`src/rtl/operand_matrix_streamer.sv`:
```
// rtl/operand_matrix_streamer.sv - dual operand matrix store with outer-product stream sequencer
module operand_matrix_streamer #(
  parameter int DATA_WIDTH = 32,
  parameter int MAX_DIM    = 4,
  parameter int ADDR_WIDTH = 4,
  parameter int DIM_WIDTH  = 3
) (
  input  logic                          clk_i,
  input  logic                          rst_ni,
  input  logic                          wr_en_i,
  input  logic                          wr_sel_i,
  input  logic [ADDR_WIDTH-1:0]         wr_addr_i,
  input  logic [DATA_WIDTH-1:0]         wr_data_i,
  input  logic                          clear_i,
  input  logic                          rd_sel_i,
  input  logic [ADDR_WIDTH-1:0]         rd_addr_i,
  output logic [DATA_WIDTH-1:0]         rd_data_o,
  input  logic [DIM_WIDTH-1:0]          dim_i,
  input  logic                          start_i,
  output logic                          busy_o,
  output logic                          vec_valid_o,
  input  logic                          vec_ready_i,
  output logic [MAX_DIM*DATA_WIDTH-1:0] a_vec_o,
  output logic [MAX_DIM*DATA_WIDTH-1:0] b_vec_o,
  output logic [DIM_WIDTH-1:0]          step_o,
  output logic                          done_o,
  output logic                          err_o
);

  localparam int DEPTH = MAX_DIM * MAX_DIM;
  localparam int IDX_W = (DEPTH > 1) ? $clog2(DEPTH) : 1;
  localparam int VEC_W = MAX_DIM * DATA_WIDTH;

  typedef enum logic [1:0] {S_IDLE, S_STREAM, S_DONE} state_t;

  state_t                 r_state;
  logic [DATA_WIDTH-1:0]  r_mat_a [DEPTH];
  logic [DATA_WIDTH-1:0]  r_mat_b [DEPTH];
  logic [DATA_WIDTH-1:0]  r_rd_data;
  logic [DIM_WIDTH-1:0]   r_dim;
  logic [DIM_WIDTH-1:0]   r_step;
  logic [VEC_W-1:0]       r_a_vec;
  logic [VEC_W-1:0]       r_b_vec;
  logic                   r_busy;
  logic                   r_valid;
  logic                   r_done;
  logic                   r_err;

  logic                   w_idle;
  logic                   w_wr_ok;
  logic                   w_rd_ok;
  logic                   w_dim_legal;
  logic                   w_fire;
  logic                   w_last;
  logic [DIM_WIDTH-1:0]   w_ld_k;
  logic [DIM_WIDTH-1:0]   w_ld_n;
  logic [VEC_W-1:0]       w_a_nxt;
  logic [VEC_W-1:0]       w_b_nxt;

  assign w_idle      = (r_state == S_IDLE);
  assign w_wr_ok     = (32'(wr_addr_i) < DEPTH);
  assign w_rd_ok     = (32'(rd_addr_i) < DEPTH);
  assign w_dim_legal = (dim_i != '0) && (int'(dim_i) <= MAX_DIM);
  assign w_fire      = r_valid && vec_ready_i;
  assign w_last      = (r_step == r_dim - 1'b1);

  // In IDLE the next load is step 0 of the requested dim; while streaming it is the following step.
  assign w_ld_k = w_idle ? '0 : r_step + 1'b1;
  assign w_ld_n = w_idle ? dim_i : r_dim;

  always_comb begin
    w_a_nxt = '0;
    w_b_nxt = '0;
    for (int i = 0; i < MAX_DIM; i++) begin
      if (i < int'(w_ld_n) && int'(w_ld_k) < MAX_DIM) begin
        w_a_nxt[i*DATA_WIDTH +: DATA_WIDTH] = r_mat_a[IDX_W'(i*MAX_DIM + int'(w_ld_k))];
        w_b_nxt[i*DATA_WIDTH +: DATA_WIDTH] = r_mat_b[IDX_W'(int'(w_ld_k)*MAX_DIM + i)];
      end
    end
  end

  // Operands are frozen outside IDLE so the stream sees a stable snapshot.
  always_ff @(posedge clk_i or negedge rst_ni) begin
    if (!rst_ni) begin
      for (int i = 0; i < DEPTH; i++) begin
        r_mat_a[i] <= '0;
        r_mat_b[i] <= '0;
      end
    end else if (w_idle && clear_i) begin
      for (int i = 0; i < DEPTH; i++) begin
        r_mat_a[i] <= '0;
        r_mat_b[i] <= '0;
      end
    end else if (w_idle && wr_en_i && w_wr_ok) begin
      if (wr_sel_i) r_mat_b[wr_addr_i[IDX_W-1:0]] <= wr_data_i;
      else          r_mat_a[wr_addr_i[IDX_W-1:0]] <= wr_data_i;
    end
  end

  always_ff @(posedge clk_i or negedge rst_ni) begin
    if (!rst_ni) begin
      r_rd_data <= '0;
    end else if (!w_rd_ok) begin
      r_rd_data <= '0;
    end else begin
      r_rd_data <= rd_sel_i ? r_mat_b[rd_addr_i[IDX_W-1:0]] : r_mat_a[rd_addr_i[IDX_W-1:0]];
    end
  end

  always_ff @(posedge clk_i or negedge rst_ni) begin
    if (!rst_ni) begin
      r_state <= S_IDLE;
      r_dim   <= '0;
      r_step  <= '0;
      r_a_vec <= '0;
      r_b_vec <= '0;
      r_busy  <= 1'b0;
      r_valid <= 1'b0;
      r_done  <= 1'b0;
      r_err   <= 1'b0;
    end else begin
      case (r_state)
        S_IDLE: begin
          if (start_i) begin
            r_busy <= 1'b1;
            if (w_dim_legal) begin
              r_state <= S_STREAM;
              r_dim   <= dim_i;
              r_step  <= '0;
              r_a_vec <= w_a_nxt;
              r_b_vec <= w_b_nxt;
              r_valid <= 1'b1;
            end else begin
              r_state <= S_DONE;
              r_done  <= 1'b1;
              r_err   <= 1'b1;
            end
          end
        end
        S_STREAM: begin
          if (w_fire) begin
            if (w_last) begin
              r_state <= S_DONE;
              r_valid <= 1'b0;
              r_done  <= 1'b1;
              r_step  <= '0;
              r_a_vec <= '0;
              r_b_vec <= '0;
            end else begin
              r_step  <= w_ld_k;
              r_a_vec <= w_a_nxt;
              r_b_vec <= w_b_nxt;
            end
          end
        end
        S_DONE: begin
          r_state <= S_IDLE;
          r_done  <= 1'b0;
          r_err   <= 1'b0;
          r_busy  <= 1'b0;
        end
        default: r_state <= S_IDLE;
      endcase
    end
  end

  assign rd_data_o   = r_rd_data;
  assign busy_o      = r_busy;
  assign vec_valid_o = r_valid;
  assign a_vec_o     = r_a_vec;
  assign b_vec_o     = r_b_vec;
  assign step_o      = r_step;
  assign done_o      = r_done;
  assign err_o       = r_err;

endmodule

```
`config.mk`:
```
export PLATFORM = sky130hd
export DESIGN_NAME = operand_matrix_streamer
export DESIGN_NICKNAME = d
export VERILOG_FILES = /design/src/rtl/operand_matrix_streamer.sv
export SDC_FILE = /design/constraint.sdc
export NUM_CORES = 2
export LEC_CHECK = 0
export CAP_MARGIN = 20
export CELL_PAD_IN_SITES_DETAIL_PLACEMENT = 1
export CELL_PAD_IN_SITES_GLOBAL_PLACEMENT = 1
export CORE_MARGIN = 5
export CORE_UTILIZATION = 48
export CTS_CLUSTER_DIAMETER = 80
export CTS_CLUSTER_SIZE = 10
export DETAILED_ROUTE_END_ITERATION = 12
export GPL_TIMING_DRIVEN = 0
export HOLD_SLACK_MARGIN = 0.08
export PLACE_DENSITY_LB_ADDON = 0.1
export SLEW_MARGIN = 20
export SYNTH_ARGS = -nofsm -noshare
export SYNTH_HDL_FRONTEND = slang
export SYNTH_SLANG_ARGS = --single-unit
```
`constraint.sdc`:
```
create_clock -name clk_i -period 2.5 [get_ports clk_i]
set_clock_uncertainty 0.2 [all_clocks]
set_input_delay 0.75 -clock clk_i [delete_from_list [all_inputs] [get_ports clk_i]]
set_output_delay 0.75 -clock clk_i [all_outputs]
set_load 0.01 [all_outputs]
```
* Word-level counts from Yosys, hierarchy flattened
Index checks and enable logic that the tools add are counted.
Word-level totals: flip-flop bits (word level) 1324, input bits 51, output and inout bits 295, logic and storage cells 195
Operators by class: add/subtract/negate cells 8, order comparisons 17, equal/unequal tests 9, muxes and demuxes 84, bitwise gates (word level) 10, reduce and logical (&&, ||, !) cells 25
Operators with widths (count):
- $mux W512 | 6
- $bmux W32 S4 | 10
- $bwmux W512 | 2
- $mux W128 | 8
- $mux W32 | 30
- $pmux W128 S2 | 2
- $demux W32 S4 | 1
- $ge A4 B5 Y1 const B | 8
- $not A4 Y4 | 7
- $mux W3 | 6
- $ge A5 B5 Y1 const B | 2
- $not A4 Y5 | 2
- $reduce_and A5 Y1 | 2
- $logic_and A1 B1 Y1 | 9
- $mux W1 | 9
- $reduce_and A3 Y1 | 3
- $add A4 B2 Y4 const B | 2
- $add A4 B3 Y4 const A | 2
- $mux W2 | 4
- $ne A2 B2 Y1 const B | 4
- $reduce_bool A2 Y1 | 4
- $lt A1 B3 Y1 const A | 2
- $lt A2 B3 Y1 const A | 2
- $pmux W1 S2 | 3
- other kinds (19) | 23

* Logic depth before layout (Yosys ltp)
depth after elaboration 11, mapped depth 9, gate-level depth less buffers 7

* Worst setup path after synthesis
Ideal clock, no wire load.
path type input port to flip-flop, from input rd_addr_i[0], to register r_rd_data[0] (netlist: rd_data_o[0]), setup time 0.125 ns, data arrival time 2.511 ns, data required time 2.175 ns, path slack -0.336 ns, stages on the path 6, buffers on the path 3, cell sequence clkbuf_1 buf_6 buf_6 mux4_2 mux4_2 mux2_2
On the way: word-level cells in the longest chain between the ends 5, elaborated cells between the ends (all ways) 8, those cells by class mux: 7; bitwise: 1
RTL lines:
- start, declared | RTL line 16 | input logic [ADDR_WIDTH-1:0] rd_addr_i,
- $not A4 Y5 (not written as such) * | RTL line 106 | r_rd_data <= rd_sel_i ? r_mat_b[rd_addr_i[IDX_W-1:0]] : r_mat_a[rd_addr_i[IDX_W-1:0]];
- $bmux W32 S4 | RTL line 106
- $mux W32 (not written as such) (2 in series) | RTL line 106
- $mux W32 * | RTL line 106
- end signal, assigned | RTL line 106
- end, declared | RTL line 39 | logic [DATA_WIDTH-1:0] r_rd_data;
Mark *: on every way between the ends. The rest lies on a longest branch, timed or not. The select of a mux whose other input is x is not followed. A chain may end at the register's enable or synchronous reset.

* Final worst setup path
from register r_state[0], to register r_a_vec[2] (netlist: a_vec_o[2])
On the way: word-level cells in the longest chain between the ends 10, elaborated cells between the ends (all ways) 22, those cells by class order compare: 2; eq/ne: 4; mux: 11; bitwise: 1; reduce/logical: 4
RTL lines:
- start, declared | RTL line 36 | state_t r_state;
- start signal, assigned | RTL line 112 | r_state <= S_IDLE;
- start signal, assigned | RTL line 127 | r_state <= S_STREAM;
- start signal, assigned | RTL line 134 | r_state <= S_DONE;
- $logic_not A2 Y1 | RTL line 60, 122
- $mux W3 | RTL line 68 | assign w_ld_k = w_idle ? '0 : r_step + 1'b1;
- $not A3 Y4 (not written as such) | RTL line 76 | w_a_nxt[i*DATA_WIDTH +: DATA_WIDTH] = r_mat_a[IDX_W'(i*MAX_DIM + int'(w_ld_k))];
- $bmux W32 S4 | RTL line 76
- $mux W32 (not written as such) (2 in series) | RTL line 76
- $mux W32 | RTL line 75 | if (i < int'(w_ld_n) && int'(w_ld_k) < MAX_DIM) begin
- $mux W128, on equally long branches | RTL line 142, 126
- $mux W128, on equally long branches | RTL line 141, 124
- $pmux W128 S2 | RTL line 122 | case (r_state)
- end signal, assigned | RTL line 130 | r_a_vec <= w_a_nxt;
- end signal, assigned | RTL line 151 | r_a_vec <= w_a_nxt;
- end, declared | RTL line 42 | logic [VEC_W-1:0] r_a_vec;
Several ways; a longest one is shown, not always the timed one. The select of a mux whose other input is x is not followed.

==> impl_metrics.py <==
metrics = {
    "synthesis": {
        "seq_area_frac_synth": 0.502,
        "synth_warnings": 0,
        "syn-cell-area_um2": 66000,
        "synth_nets": 6796,
        "yosys.area.top_type": "dfrtp_1",
        "synthTopCellsByArea": "dfrtp_1, nand2_1, mux4_2",
        "yosysMostFrequentCell": "nand2_1",
        "synth_cell_types": 47,
        "synth_cells": 6743,
        "synth_top_area_frac": 0.502,
        "synth_edf_count": 0,
        "synth_flop_cell": "dfrtp_1",
        "synth_seq_cells": 1324,
        "avgSynthCellArea_um2": 9.79,
        "synthArstFlopShare": 1.00,
        "synth_common_cells": "nand2_1, dfrtp_1, a21oi_1",
    },
    "drt": {
        "firstDrtPassIters": 8,
        "via_per_inst": 6.63,
        "postRouteAntennaNets": 0,
        "vias": 61504,
        "wl_um": 331000,
        "drc": 0,
        "drt_iter0_markers": 6659,
        "avgRoutedWirePerCell_um": 35.7,
    },
    "critical_path": {
        "critPathMaxFanout": 7,
        "start_kind": "flip-flop",
        "path_class": "flip-flop to flip-flop",
        "required_ns": 2.98,
        "reg2reg_slack_ns": -0.21,
        "arrival_ns": 3.19,
        "reg2reg_depth": 9,
        "r2r_start": "r_state[0]$_DFFE_PN0P_",
        "crit_path_end_kind": "flip-flop",
        "rr_endpoint": "a_vec_o[2]$_DFFE_PN0P_",
    },
    "timing": {
        "hold_violations": 275,
        "setup_ws_ns": -0.208,
        "relSlewSlack": 0.205,
        "max_freq_mhz": 369,
        "setup-violations-final": 886,
        "worstMarginPinSlew_ns": 1.19,
        "final.min_clock_period_ns": 2.71,
        "post-route-period-util": 1.08,
        "rsz0062_at_grt": "yes",
        "hold_ws_ns": -0.215,
        "finalMaxSlewViolations": 0,
    },
    "power": {
        "power_density_nw_per_um2": 883,
        "power_leakage_nw": 36.8,
        "irDropWorstVdd_uv": 630,
    },
    "layout": {
        "regArea_um2": 33200,
        "multi_input_area_um2": 32500,
        "nNetsFinal": 7494,
        "layout.cells.non_filler": 9273,
        "drive_above_1_share": 0.240,
        "final.fill_count": 14678,
        "area_growth_syn_to_layout_pct": 26.7,
    },
    "die": {
        "die-area_um2": 145000,
        "rows": 136,
        "fp.dieH_um": 381,
        "pin_count": 346,
        "initial_utilization": 0.481,
        "core_um2": 137000,
        "die_w_um": 381,
    },
    "worst_hold_path": {
        "hold_path.class": "input port to async pin",
    },
    "global_routing": {
        "antenna_found_initial": 37,
        "grt_use_met3": 0.119,
        "overflow": 0,
        "grt_pass1_vias": 62406,
        "grt_max_degree": 137,
        "grt_util_met2": 0.653,
        "grt.total_usage": 0.425,
        "grt-busiest-layer": "met2",
        "met1_usage": 0.541,
        "grt_pass1_wl_um": 444000,
    },
    "job": {
        "maxCapViolations": 0,
    },
    "placed_design": {
        "port_buffers": 340,
        "hpwl_um": 245000,
        "place_congestion": 1.01,
        "dpl.cell_count": 8893,
    },
    "cts": {
        "cts_root_buffer": "clkbuf_16",
        "cts_buffers": 150,
        "clk_pin_slew_ns": 0.06,
        "cts_num_sinks": 1324,
        "clk_latency_ns": 0.82,
        "cts_max_path_buffers": 3,
        "htreeDepth": 4,
        "cts_tree": "built",
        "hold_buffers": 1,
    },
    "status": {
        "violations": "negative hold slack, negative setup slack",
        "status": "finished, violations left",
    },
}
==> through the flow <==
| step | area (um^2) | setup slack (ns) | total power, mW | setup TNS, ns | util |
|---|---|---|---|---|---|
| after floorplan | 66100 | -0.250 | 35.5 | -7.66 | - |
| after global placement | 71800 | -62.20 | 46.9 | - | 0.523 |
| after detailed placement | 72200 | -2.25 | 47.6 | -2640.64 | 0.526 |
| after CTS | 79200 | -0.163 | 69.2 | -19.32 | 0.578 |
| after global routing | 83600 | -0.227 | 75.2 | -58.41 | 0.610 |
| final | 83700 | -0.208 | 73.9 | -62.45 | 0.610 |
==> worst max-delay path by stage <==
stage,start,to,slack [ns],cells past startpoint
final,r_state[0]$_DFFE_PN0P_,a_vec_o[2]$_DFFE_PN0P_,-0.21,9
after global routing,r_state[0]$_DFFE_PN0P_,a_vec_o[2]$_DFFE_PN0P_,-0.23,9
after CTS,a_vec_o[100]$_DFFE_PN0P_,a_vec_o[100],-0.16,1
after detailed placement,dim_i[1],b_vec_o[101]$_DFFE_PN0P_,-2.25,8
after global placement,rst_ni,r_mat_b[399]$_DFFE_PN0P_,-62.20,1
after floorplan,rd_addr_i[0],rd_data_o[10]$_DFF_PN0_,-0.25,6
==> worst max-delay path: stages (launching register included) <==
cell and delay, ns:
dfrtp_2 0.47, buf_6 0.14, or2_4 0.29, buf_6 0.14
and2_4 0.22, buf_12 0.17, clkbuf_16 0.18, a211oi_1 0.29
o21ai_1 0.21, a22o_1 0.24
==> repair_timing <==
action / in CTS / in global routing
cloned: 11 / 42
setup buffers: 70 / 79
endpoints found under the setup margin: 1847 / 1461
pin swaps: 65 / 245
resized for setup: 1113 / 1091
endpoints found under the hold margin: 67 / 458
==> routing by layer <==
layer,routed length [um],share of wire
met3,35900,0.11
met2,148000,0.45
met5,43,0.00013
met4,27200,0.082
met1,119000,0.36
==> registers in the layout, indices dropped and copies added, names as in the netlist <==
signal       count
vec_valid_o      1
busy_o           1
r_mat_b        512
r_state          2
r_dim            3
err_o            1
a_vec_o        128
step_o           3
rd_data_o       32
r_mat_a        512
b_vec_o        128
done_o           1
==> report_power, final <==
| part | total (mW) | internal, mW | switching [mW] |
|---|---|---|---|
| sequential | 25.2 | 23.1 | 2.03 |
| combinational | 28.4 | 10.0 | 18.4 |
| clock | 20.3 | 10.9 | 9.39 |
==> area by class of cell <==
type                       instances  share of cell area
clock inverter                    12             0.00241
timing repair buffer             555              0.0794
buffer                           641              0.0587
sequential                      1324               0.397
inverter                           5            0.000224
antenna                           21            0.000628
clock buffer                     157              0.0462
multi-input combinational       4764               0.389
tap                             1794              0.0268
==> cell usage in the layout, fill, tap and decap left out, types with 31 or more instances in the layout <==
cell | netlist | final
clkbuf_16 | 0 | 196
nor2_4 | 0 | 33
buf_2 | 108 | 52
buf_12 | 0 | 73
buf_6 | 7 | 103
dlymetal6s2s_1 | 0 | 60
dlygate4sd2_1 | 0 | 162
buf_8 | 0 | 43
clkbuf_4 | 0 | 67
mux2i_1 | 162 | 161
nand2_4 | 0 | 123
dfrtp_1 | 1324 | 1269
buf_4 | 20 | 133
a21oi_2 | 0 | 152
nand2_2 | 0 | 31
a22o_1 | 98 | 98
clkdlybuf4s15_1 | 0 | 76
nand2_1 | 2562 | 2406
a21oi_1 | 1033 | 879
a32o_1 | 161 | 158
nand3_1 | 173 | 162
mux4_2 | 409 | 409
clkdlybuf4s50_1 | 0 | 36
clkbuf_1 | 476 | 142
clkbuf_2 | 0 | 165
dfrtp_2 | 0 | 55
mux2_2 | 36 | 36
==> cells by family (layout without fill, tap and decap cells) <==
logic type,after synthesis,count (layout),synth area share
compound gates,1319,1319,0.119
xor+xnor,5,5,0.000872
fa+ha+maj,2,2,0.000379
buf+inv,655,1370,0.0412
flops,1324,1324,0.502
mux,607,607,0.170
other cells,0,21,0
simple gates,2831,2831,0.167
Power figures use the tool's default switching activity.
